--- src/rtl/jtvigil_sdram_bank_ctrl.sv ---
// SDRAM responder for the four-bank game request port and the download port.
// It runs power-up init and periodic auto-refresh. Each access is a single
// ACT -> RD/WR (auto-precharge) burst of two words. The access has a fixed
// length, so the next command always starts from a clean precharged bank.
module jtvigil_sdram_bank_ctrl #(
  parameter int INIT_WAIT   = 9600,
  parameter int REFRESH_CNT = 374,
  parameter int T_RCD       = 2,
  parameter int T_RP        = 2,
  parameter int T_RFC       = 7,
  parameter int CL          = 2
) (
  input  logic        clk,
  input  logic        rst_n,
  input  logic [21:0] ba0_addr,
  input  logic [21:0] ba1_addr,
  input  logic [21:0] ba2_addr,
  input  logic [21:0] ba3_addr,
  input  logic [3:0]  ba_rd,
  input  logic        ba_wr,
  input  logic [15:0] ba0_din,
  input  logic [1:0]  ba0_din_m,
  output logic [3:0]  ba_ack,
  output logic [3:0]  ba_dst,
  output logic [3:0]  ba_dok,
  output logic [3:0]  ba_rdy,
  output logic [15:0] data_read,
  input  logic        downloading,
  input  logic [21:0] prog_addr,
  input  logic [15:0] prog_data,
  input  logic [1:0]  prog_mask,
  input  logic [1:0]  prog_ba,
  input  logic        prog_we,
  input  logic        prog_rd,
  output logic        prog_ack,
  output logic        prog_dst,
  output logic        prog_dok,
  output logic        prog_rdy,
  output logic [12:0] sdram_a,
  output logic [1:0]  sdram_ba,
  output logic [1:0]  sdram_dqm,
  output logic        sdram_ncs,
  output logic        sdram_nras,
  output logic        sdram_ncas,
  output logic        sdram_nwe,
  output logic        sdram_cke,
  input  logic [15:0] sdram_din,
  output logic [15:0] sdram_dout,
  output logic        sdram_dq_oe
);
  localparam int CW = $clog2(INIT_WAIT + T_RFC + T_RCD + T_RP + CL + 8);
  localparam int RW = $clog2(REFRESH_CNT + 1);

  localparam logic [2:0] S_WAIT = 3'd0, S_PRE = 3'd1, S_REF1 = 3'd2, S_REF2 = 3'd3,
                         S_MODE = 3'd4, S_IDLE = 3'd5, S_ACC = 3'd6, S_REF = 3'd7;
  // {ncs, nras, ncas, nwe}
  localparam logic [3:0] C_INH = 4'b1111, C_NOP = 4'b0111, C_ACT = 4'b0011, C_RD = 4'b0101,
                         C_WR  = 4'b0100, C_PRE = 4'b0010, C_REF = 4'b0001, C_MRS = 4'b0000;

  logic [2:0]    state_q, state_d;
  logic [CW-1:0] cnt_q, cnt_d;
  logic [RW-1:0] ref_cnt_q, ref_cnt_d;
  logic          ref_pend_q, ref_pend_d;
  logic [1:0]    ptr_q, ptr_d;
  logic [4:0]    port_q, port_d;   // one-hot: banks 0..3, bit 4 = prog
  logic          wr_q, wr_d;
  logic [8:0]    col_q, col_d;
  logic [15:0]   wdata_q, wdata_d;
  logic [1:0]    wmask_q, wmask_d;
  logic [3:0]    cmd_q, cmd_d;
  logic [12:0]   a_q, a_d;
  logic [1:0]    ba_q, ba_d, dqm_q, dqm_d;
  logic [15:0]   dout_q, dout_d, dr_q, dr_d;
  logic          oe_q, oe_d;
  logic [4:0]    ack_q, ack_d, dst_q, dst_d, dok_q, dok_d, rdy_q, rdy_d;

  logic [4:0]  gnt;
  logic        g_wr, rr_hit;
  logic [21:0] g_addr;
  logic [1:0]  g_ba, g_mask, rr_idx, idx;
  logic [15:0] g_data;

  // Request selection: prog while downloading, then bank-0 write, then round-robin reads
  always_comb begin
    gnt    = '0;
    g_wr   = 1'b0;
    g_addr = ba0_addr;
    g_ba   = 2'd0;
    g_data = ba0_din;
    g_mask = ba0_din_m;
    rr_hit = 1'b0;
    rr_idx = ptr_q;
    idx    = ptr_q;
    if (downloading && (prog_we || prog_rd)) begin
      gnt[4] = 1'b1;
      g_wr   = prog_we;
      g_addr = prog_addr;
      g_ba   = prog_ba;
      g_data = prog_data;
      g_mask = prog_mask;
    end else if (ba_wr) begin
      gnt[0] = 1'b1;
      g_wr   = 1'b1;
    end else begin
      for (int k = 0; k < 4; k++) begin
        idx = ptr_q + 2'(k);
        if (!rr_hit && ba_rd[idx]) begin
          rr_hit = 1'b1;
          rr_idx = idx;
        end
      end
      if (rr_hit) begin
        gnt[rr_idx] = 1'b1;
        g_ba        = rr_idx;
        case (rr_idx)
          2'd0:    g_addr = ba0_addr;
          2'd1:    g_addr = ba1_addr;
          2'd2:    g_addr = ba2_addr;
          default: g_addr = ba3_addr;
        endcase
      end
    end
  end

  // Sequencer: init, refresh, access timing and all registered pin/handshake values
  always_comb begin
    state_d    = state_q;
    cnt_d      = cnt_q + CW'(1);
    ref_cnt_d  = (ref_cnt_q == '0) ? RW'(REFRESH_CNT) : ref_cnt_q - RW'(1);
    ref_pend_d = ref_pend_q | (ref_cnt_q == '0);
    ptr_d      = ptr_q;
    port_d     = port_q;
    wr_d       = wr_q;
    col_d      = col_q;
    wdata_d    = wdata_q;
    wmask_d    = wmask_q;
    cmd_d      = C_NOP;
    a_d        = a_q;
    ba_d       = ba_q;
    dqm_d      = 2'b11;
    dout_d     = dout_q;
    oe_d       = 1'b0;
    dr_d       = dr_q;
    ack_d      = '0;
    dst_d      = '0;
    dok_d      = '0;
    rdy_d      = '0;
    case (state_q)
      S_WAIT: begin
        cmd_d = C_INH;
        if (cnt_q == CW'(INIT_WAIT - 1)) begin
          state_d = S_PRE;  cnt_d = '0;  cmd_d = C_PRE;  a_d = 13'h400;
        end
      end
      S_PRE:  if (cnt_q == CW'(T_RP - 1)) begin
        state_d = S_REF1; cnt_d = '0; cmd_d = C_REF;
      end
      S_REF1: if (cnt_q == CW'(T_RFC - 1)) begin
        state_d = S_REF2; cnt_d = '0; cmd_d = C_REF;
      end
      S_REF2: if (cnt_q == CW'(T_RFC - 1)) begin
        // BL2, sequential, CL2
        state_d = S_MODE; cnt_d = '0; cmd_d = C_MRS; a_d = 13'h021; ba_d = 2'd0;
      end
      S_MODE: if (cnt_q == CW'(1)) begin
        state_d = S_IDLE; cnt_d = '0;
      end
      S_IDLE: begin
        cnt_d = '0;
        if (ref_pend_q && !gnt[4]) begin
          state_d    = S_REF;
          cmd_d      = C_REF;
          ref_pend_d = (ref_cnt_q == '0);
        end else if (|gnt) begin
          state_d = S_ACC;
          cmd_d   = C_ACT;
          a_d     = g_addr[21:9];
          ba_d    = g_ba;
          dqm_d   = g_wr ? 2'b11 : 2'b00;
          ack_d   = gnt;
          port_d  = gnt;
          wr_d    = g_wr;
          col_d   = g_addr[8:0];
          wdata_d = g_data;
          wmask_d = g_mask;
          if (rr_hit) ptr_d = rr_idx + 2'd1;
        end
      end
      S_ACC: begin
        dqm_d = wr_q ? 2'b11 : 2'b00;
        if (cnt_q == CW'(T_RCD - 1)) begin
          cmd_d = wr_q ? C_WR : C_RD;
          a_d   = {3'b001, 1'b0, col_q};
          if (wr_q) begin
            oe_d = 1'b1;  dout_d = wdata_q;  dqm_d = wmask_q;
          end
        end
        // second burst word of a write is masked off
        if (wr_q && cnt_q == CW'(T_RCD)) begin
          oe_d = 1'b1;  rdy_d = port_q;
        end
        if (!wr_q && cnt_q == CW'(T_RCD + CL)) begin
          dr_d = sdram_din;  dst_d = port_q;  dok_d = port_q;
        end
        if (!wr_q && cnt_q == CW'(T_RCD + CL + 1)) begin
          dr_d = sdram_din;  dok_d = port_q;  rdy_d = port_q;
        end
        if (cnt_q == CW'(T_RCD + CL + 1 + T_RP)) begin
          state_d = S_IDLE;  cnt_d = '0;
        end
      end
      S_REF:  if (cnt_q == CW'(T_RFC - 1)) begin
        state_d = S_IDLE; cnt_d = '0;
      end
      default: begin
        state_d = S_WAIT; cnt_d = '0;
      end
    endcase
  end

  // State and output registers
  always_ff @(posedge clk or negedge rst_n) begin
    if (!rst_n) begin
      state_q    <= S_WAIT;
      cnt_q      <= '0;
      ref_cnt_q  <= RW'(REFRESH_CNT);
      ref_pend_q <= 1'b0;
      ptr_q      <= 2'd0;
      port_q     <= '0;
      wr_q       <= 1'b0;
      col_q      <= '0;
      wdata_q    <= '0;
      wmask_q    <= 2'b11;
      cmd_q      <= C_INH;
      a_q        <= '0;
      ba_q       <= '0;
      dqm_q      <= 2'b11;
      dout_q     <= '0;
      oe_q       <= 1'b0;
      dr_q       <= '0;
      ack_q      <= '0;
      dst_q      <= '0;
      dok_q      <= '0;
      rdy_q      <= '0;
    end else begin
      state_q    <= state_d;
      cnt_q      <= cnt_d;
      ref_cnt_q  <= ref_cnt_d;
      ref_pend_q <= ref_pend_d;
      ptr_q      <= ptr_d;
      port_q     <= port_d;
      wr_q       <= wr_d;
      col_q      <= col_d;
      wdata_q    <= wdata_d;
      wmask_q    <= wmask_d;
      cmd_q      <= cmd_d;
      a_q        <= a_d;
      ba_q       <= ba_d;
      dqm_q      <= dqm_d;
      dout_q     <= dout_d;
      oe_q       <= oe_d;
      dr_q       <= dr_d;
      ack_q      <= ack_d;
      dst_q      <= dst_d;
      dok_q      <= dok_d;
      rdy_q      <= rdy_d;
    end
  end

  assign {sdram_ncs, sdram_nras, sdram_ncas, sdram_nwe} = cmd_q;
  assign sdram_cke   = 1'b1;
  assign sdram_a     = a_q;
  assign sdram_ba    = ba_q;
  assign sdram_dqm   = dqm_q;
  assign sdram_dout  = dout_q;
  assign sdram_dq_oe = oe_q;
  assign data_read   = dr_q;
  assign ba_ack      = ack_q[3:0];
  assign ba_dst      = dst_q[3:0];
  assign ba_dok      = dok_q[3:0];
  assign ba_rdy      = rdy_q[3:0];
  assign prog_ack    = ack_q[4];
  assign prog_dst    = dst_q[4];
  assign prog_dok    = dok_q[4];
  assign prog_rdy    = rdy_q[4];
endmodule

--- config.mk ---
export PLATFORM = sky130hd
export DESIGN_NAME = jtvigil_sdram_bank_ctrl
export DESIGN_NICKNAME = d
export VERILOG_FILES = /design/src/rtl/jtvigil_sdram_bank_ctrl.sv
export SDC_FILE = /design/constraint.sdc
export NUM_CORES = 1
export LEC_CHECK = 0
export BUFFER_PORTS_ARGS = -buffer_cell sky130_fd_sc_hd__buf_2
export CAP_MARGIN = 20
export CELL_PAD_IN_SITES_DETAIL_PLACEMENT = 1
export CELL_PAD_IN_SITES_GLOBAL_PLACEMENT = 2
export CORE_MARGIN = 3
export CORE_UTILIZATION = 30
export CTS_CLUSTER_DIAMETER = 80
export DETAILED_ROUTE_END_ITERATION = 7
export PLACE_DENSITY_LB_ADDON = 0.3
export SYNTH_ARGS = -nofsm -noshare
export SYNTH_HDL_FRONTEND = slang
export SYNTH_SLANG_ARGS = --single-unit
export TNS_END_PERCENT = 20
--- constraint.sdc ---
create_clock -name clk -period 2.7 [get_ports clk]
set_clock_uncertainty 0.15 [all_clocks]
set_input_delay 0.54 -clock clk [delete_from_list [all_inputs] [get_ports clk]]
set_output_delay 0.54 -clock clk [all_outputs]
set_load 0.05 [all_outputs]
* Word-level counts from Yosys, hierarchy flattened
Index checks and enable logic that the tools add are counted.
** Word-level totals
- Register bits after elaboration :: 136
- Input port bits :: 174
- Output and inout bits :: 75
- Logic and storage cells :: 200
** Operators by class
- Add/sub/neg operators :: 6
- Order comparisons :: 6
- Eq/ne operators :: 27
- Mux-type cells :: 107
- Bitwise gates (word level) :: 2
- Reduce and logical (&&, ||, !) cells :: 31
** Operators by type and width (number)
- $pmux 14 s5 :: 1
- $mux 22 :: 3
- $pmux 22 s3 :: 1
- $mux 13 :: 5
- $eq 14x3->1 const B :: 4
- $mux 14 :: 4
- $pmux 13 s4 :: 1
- $mux 5 :: 10
- $mux 16 :: 3
- $mux 2 :: 21
- $mux 3 :: 14
- $mux 1 :: 30
- $pmux 3 s8 :: 1
- $pmux 4 s6 :: 1
- $ne 2x2->1 const B :: 10
- $mux 4 :: 4
- $add 14x1->14 const B :: 1
- $eq 14x1->1 const B :: 1
- $eq 14x14->1 const B :: 1
- $eq 14x2->1 const B :: 1
- $eq 3x3->1 const B :: 4
- $lt 2x3->1 const B :: 4
- $logic_and 1x1->1 :: 9
- $logic_not 9->1 :: 1
- 30 further kinds :: 44

* Logic depth before layout (Yosys ltp)
- Depth after elaboration :: 31
- Depth in mapped cells :: 9
- Depth with buffers taken out :: 8

* Worst setup path after synthesis
OpenSTA, ideal clock, no wires.
- Path type :: input port to flip-flop
- Start point :: input port ba_rd[2]
- End point :: register col_q[4]
- Setup time :: 99 ps
- Arrival time :: 2069 ps
- Data required time :: 2451 ps
- Path slack :: 382 ps
- Cell stages on the path :: 8
- Path buffers :: 2
- Cells stage by stage :: buf_2 > nor2b_1 > o21ai_0 > o211ai_2 > buf_4 > mux2i_1 > a211o_1 > a311oi_1
** Between the ends
- Word-level cells in the longest chain between the ends :: 29
- Elaborated cells on any way between the ends :: 49
- Those cells by class :: order compare (2); eq/ne (2); mux (35); reduce/logical (10)
** RTL lines
- start, declared :: RTL line 19 : input logic [3:0] ba_rd,
- $bmux 1 s2 :: RTL line 107 : if (!rr_hit && ba_rd[idx]) begin
- $mux 1 (not written as such) :: RTL line 107
- $mux 1 :: RTL line 107
- $mux 1 :: RTL line 101 : end else if (ba_wr) begin
- $mux 1 :: RTL line 94 : if (downloading && (prog_we || prog_rd)) begin
- $logic_not 1->1 :: RTL line 107
- $logic_and 1x1->1 :: RTL line 107
- $mux 1 :: RTL line 107
- [13 not listed]
- $logic_and 1x1->1 (not written as such) :: RTL line 113 : gnt[rr_idx] = 1'b1;
- $mux 1 (not written as such) :: RTL line 113
- $demux 1 s2 :: RTL line 113
- $mux 4 :: RTL line 112 : if (rr_hit) begin
- $mux 1 / $mux 4 (equally long branches) :: RTL line 101
- $mux 4 :: RTL line 94
- $reduce_or 5->1 :: RTL line 174 : end else if (|gnt) begin
- $reduce_and 3->1 (no line)
- end signal, assigned :: RTL line 253 : col_q <= col_d;
- end, declared :: RTL line 67 : logic [8:0] col_q, col_d;
Parallel ways exist; a longest one is shown, timed or not. The select of a mux whose other input is x is not followed.
A chain may end at the register's enable or synchronous reset.

* Worst setup path in the final report
- Start point :: register cnt_q[8]
- End point :: register state_q[0]
** Between the ends
- Word-level cells in the longest chain between the ends :: 3
- Elaborated cells on any way between the ends :: 12
- Those cells by class :: eq/ne (11); reduce/logical (1)
** RTL lines
- start, declared :: RTL line 61 : logic [CW-1:0] cnt_q, cnt_d;
- start signal, assigned :: RTL line 247 : cnt_q <= cnt_d;
- $eq 14x3->1, or another cell as far along :: RTL line 158, 161, 212
- $ne 2x2->1 (no line)
- $reduce_and 8->1 (no line) *
- end signal, assigned :: RTL line 246 : state_q <= state_d;
- end, declared :: RTL line 60 : logic [2:0] state_q, state_d;
Mark *: on every way between the ends. The rest lies on a longest branch, timed or not.

==> summary.md <==
| Metric | Value |
|---|---|
| Fill cells | `2742` |
| Number of global-route vias before repair | `7299` |
| Final setup fails | `0` |
| Synthesis-to-finish area growth | `33.1%` |
| DRC | `0` |
| Static Leak | `about 4.6 nW` |
| EDFF count, synth | `0` |
| TritonCTS Buffers | `17` |
| Initial antenna violation count | `0` |
| Number of port buffers | `roughly 250` |
| I/O Pins | `249` |
| Pwr dens | `1040 nW/um^2` |
| Critical Path End Type | `register` |
| Complex-gate fraction of the synthesized area | `0.182` |
| Initial Utilization | `0.311` |
| Die Area | `roughly 26000 um^2` |
| Area share of the leading cell type in the synthesized netlist | `0.425` |
| Mean post-synth cell area | `9.70 um^2` |
| Clock insertion delay at the later pin of the skew report | `420 ps` |
| Synth Instances | `740` |
| Slowest CP cell | `dfrtp_1` |
| Syn nets | `~920` |
| RSZ-0062 raised after global routing | `no` |
| CTS Hold Bufs | `1` |
| XOR/XNOR share of the synthesized area | `0.0256` |
| Worst Path Required | `2840 ps` |
| Inst Count DP | `1296` |
| Max clock buf depth | `2` |
| Worst r2r path cells | `6` |
| Slew @ Worst Pin | `702 ps` |
| Core area | `between 20000 and 25000 um^2` |
| Status | `complete, no violations` |
| Worst Path Max Fanout | `5` |
| Non-Filler Instances | `between 1k and 1.5k` |
| Initial drt markers | `253` |
| Unique masters post-synth | `76` |
| Final Max Slew Viols | `0` |
| Fin crit share | `0.903` |
| Post-route cell area | `9550 um^2` |
| CTS resizes | `0` |
| Data arrival, critical path | `2580 ps` |
| Crit path max-delay family | `simple AND/OR/NAND/NOR gates` |
| Vias/cell | `between 5 and 6` |
| Routed WL | `25.2 mm` |
| Pin count of the biggest net entering global routing | `59` |
| Global-route wire length before repair | `40.1 mm` |
| H-tree depth | `4` |
| Post-DP HPWL | `19.2 mm` |
| CP peak stage delay | `approximately 460 ps` |
| Post-DRT Antenna Nets | `0` |
| Post-CTS Setup Inserts | `0` |
| Hold WC Path Type | `input pin to register` |
| Die height | `161 um` |
| Final setup margin | `262 ps` |
| Top post-synthesis cells by area | `dfrtp_1, mux2_2, dfstp_2` |
| Kind of critical path | `register to register` |
| Placed cell area | `8980 um^2` |
| Final Util | `0.414` |
| Adder-cell share of the synthesized area | `0.00872` |
| Startpoint types | `register` |
| Netlist Area Pre-Place | `7180 um^2` |
| Library cell with the largest summed area after synthesis | `dfrtp_1` |
| CTS Sinks | `between 100 and 150` |
| Most frequent cell after synthesis | `dfrtp_1` |
| CTS tree | `yes` |
| Number of cells on the worst hold path | `3` |
| Setup WS pre-CTS | `65.4 ps` |
| Max IR drop VDD | `414 uV` |
| Wire per inst | `19.0 um` |
| Fin Setup TNS | `0 ps` |
| Slew margin rel. | `0.532` |
| Vias post-DR | `6675` |
| Synth Flop Type | `dfrtp_1` |
| Grt total ovfl | `0` |
| GRT Total Usage | `0.196` |
| Routability cong. | `about 0.82` |
| Buf+Inv Stages, Crit Path | `0` |
| Drt pass-1 iters | `4` |
| Register area share after synthesis | `0.477` |
| Largest family of logic cells by synthesized area | `simple AND/OR/NAND/NOR gates` |
| Final Hold Viols | `0` |
| Yosys Warn Count | `0` |
| CP cell instances | `nor3_2 -> nand4_1 -> o21ai_0 -> and3_1 -> or2b_1 -> mux2_1` |
| Max cap viols | `0` |
| Ys async rst share | `1.00` |
| Nets | `1182` |
| Die Wd | `161 um` |
| Commonest cells post-synth | `dfrtp_1, nor2_1, nand2_1` |
| Final min period | `2440 ps` |
| Share of layout cells above drive strength 1 | `0.385` |
| Root Buffer | `clkbuf_16` |
| Post-synthesis simple-gate area fraction | `0.186` |
| Mux cell area share after synthesis | `0.0716` |
| Clock slew seen by the registers of the worst setup and hold paths | `60 ps` |
| FF+latch count, synth | `between 100 and 150` |
| Maximum achievable frequency | `between 400 and 500 MHz` |
| Number of cells on the critical path | `6` |
| Rows | `55` |
-- metrics by stage --
stage | hold slack (ps) | total power [mW]
2_1_floorplan | 94.4 | 6.26
3_3_place_gp | 320 | 7.72
3_5_place_dp | 338 | 7.79
4_1_cts | 182 | 10.1
5_1_grt | 179 | 10.6
6_report | 189 | 9.97
-- metal layers --
layer,global-route usage,wire length (um),share of wire
met2,0.345,13000,0.51
met1,0.244,10600,0.42
met3,0.0464,1260,0.050
met4,0.0473,365,0.014
met5,0,0,0
-- tightest hold or removal path: stages --
cell,delay (ps)
buf_2,90
nand2_1,50
a31oi_1,70
-- sequential cells by signal, indices dropped and copies added (netlist names) --
signal	cells
ref_cnt_q	9
cmd_q	4
ack_q	5
sdram_dqm	2
wr_q	1
wmask_q	2
ref_pend_q	1
sdram_dout	16
sdram_dq_oe	1
state_q	3
cnt_q	14
dok_q	5
wdata_q	16
sdram_a	13
data_read	16
ptr_q	2
port_q	5
col_q	9
dst_q	5
rdy_q	5
sdram_ba	2
-- cells in the final DEF, fill, tap and decap left out, types with 5 or more instances in the layout --
master,Yosys,routed
buf_2,17,246
dfrtp_1,122,122
nor2_1,83,81
nand2_1,80,80
buf_4,7,39
mux2_2,34,34
inv_1,29,29
a31oi_1,27,27
nor3_1,24,24
and3_1,18,18
clkbuf_16,0,17
nand3_1,15,15
dfstp_2,14,14
o22ai_1,13,13
a22oi_1,13,13
xor2_1,12,12
mux2i_1,12,12
o21ai_1,13,12
o21ai_0,11,11
a21oi_1,11,11
o211ai_1,10,10
xnor2_1,9,9
a211o_1,9,9
a311oi_1,9,9
a21o_1,8,8
nand4_1,7,7
nor2b_1,7,7
o31a_1,7,7
a22o_1,7,7
o311ai_0,6,6
nand2b_1,5,5
nor4_1,5,5
nand3b_1,5,5
ha_1,5,5
buf_12,0,5
-- report_power, final --
part,switching [mW],internal [mW],leakage [nW]
Clock,0.900,1.36,0.272
Combinational,3.06,1.56,2.67
Sequential,0.410,2.68,1.68
-- path summary, 6_finish.rpt --
kind | start | end | slack [ps]
max | cnt_q[8]$_DFF_PN0_ | state_q[0]$_DFFE_PN0P_ | 260
min | prog_mask[1] | wmask_q[1]$_DFFE_PN1P_ | 190
max reg2reg | cnt_q[8]$_DFF_PN0_ | state_q[0]$_DFFE_PN0P_ | 260
min reg2reg | wdata_q[7]$_DFFE_PN0P_ | sdram_dout[7]$_DFFE_PN0P_ | 350
max in group asynchronous | rst_n | wmask_q[1]$_DFFE_PN1P_ | 1190
min in group asynchronous | rst_n | ref_cnt_q[7]$_DFF_PN0_ | 520
-- layout make-up --
class | instances | area, um^2 | area share
tap | 313 | 392 | 0.0410
multi-input combinational | 526 | 3420 | 0.358
clock inverter | 11 | 125 | 0.0131
inverter | 30 | 113 | 0.0118
antenna | 1 | 2.50 | 0.000262
clock buffer | 21 | 440 | 0.0461
sequential | 136 | 3420 | 0.358
timing repair buffer | 292 | 1650 | 0.172
-- logic make-up (layout without fill, tap and decap cells) --
logic type | after synthesis | count (layout)
and+or+nand+nor | 276 | 276
muxes | 47 | 47
buffers and inverters | 78 | 354
AOI/OAI and AO/OA | 176 | 176
DFF | 136 | 136
other | 1 | 2
adders and majority gates | 5 | 5
xor gates and xnor gates | 21 | 21
Power figures use the tool's default switching activity.
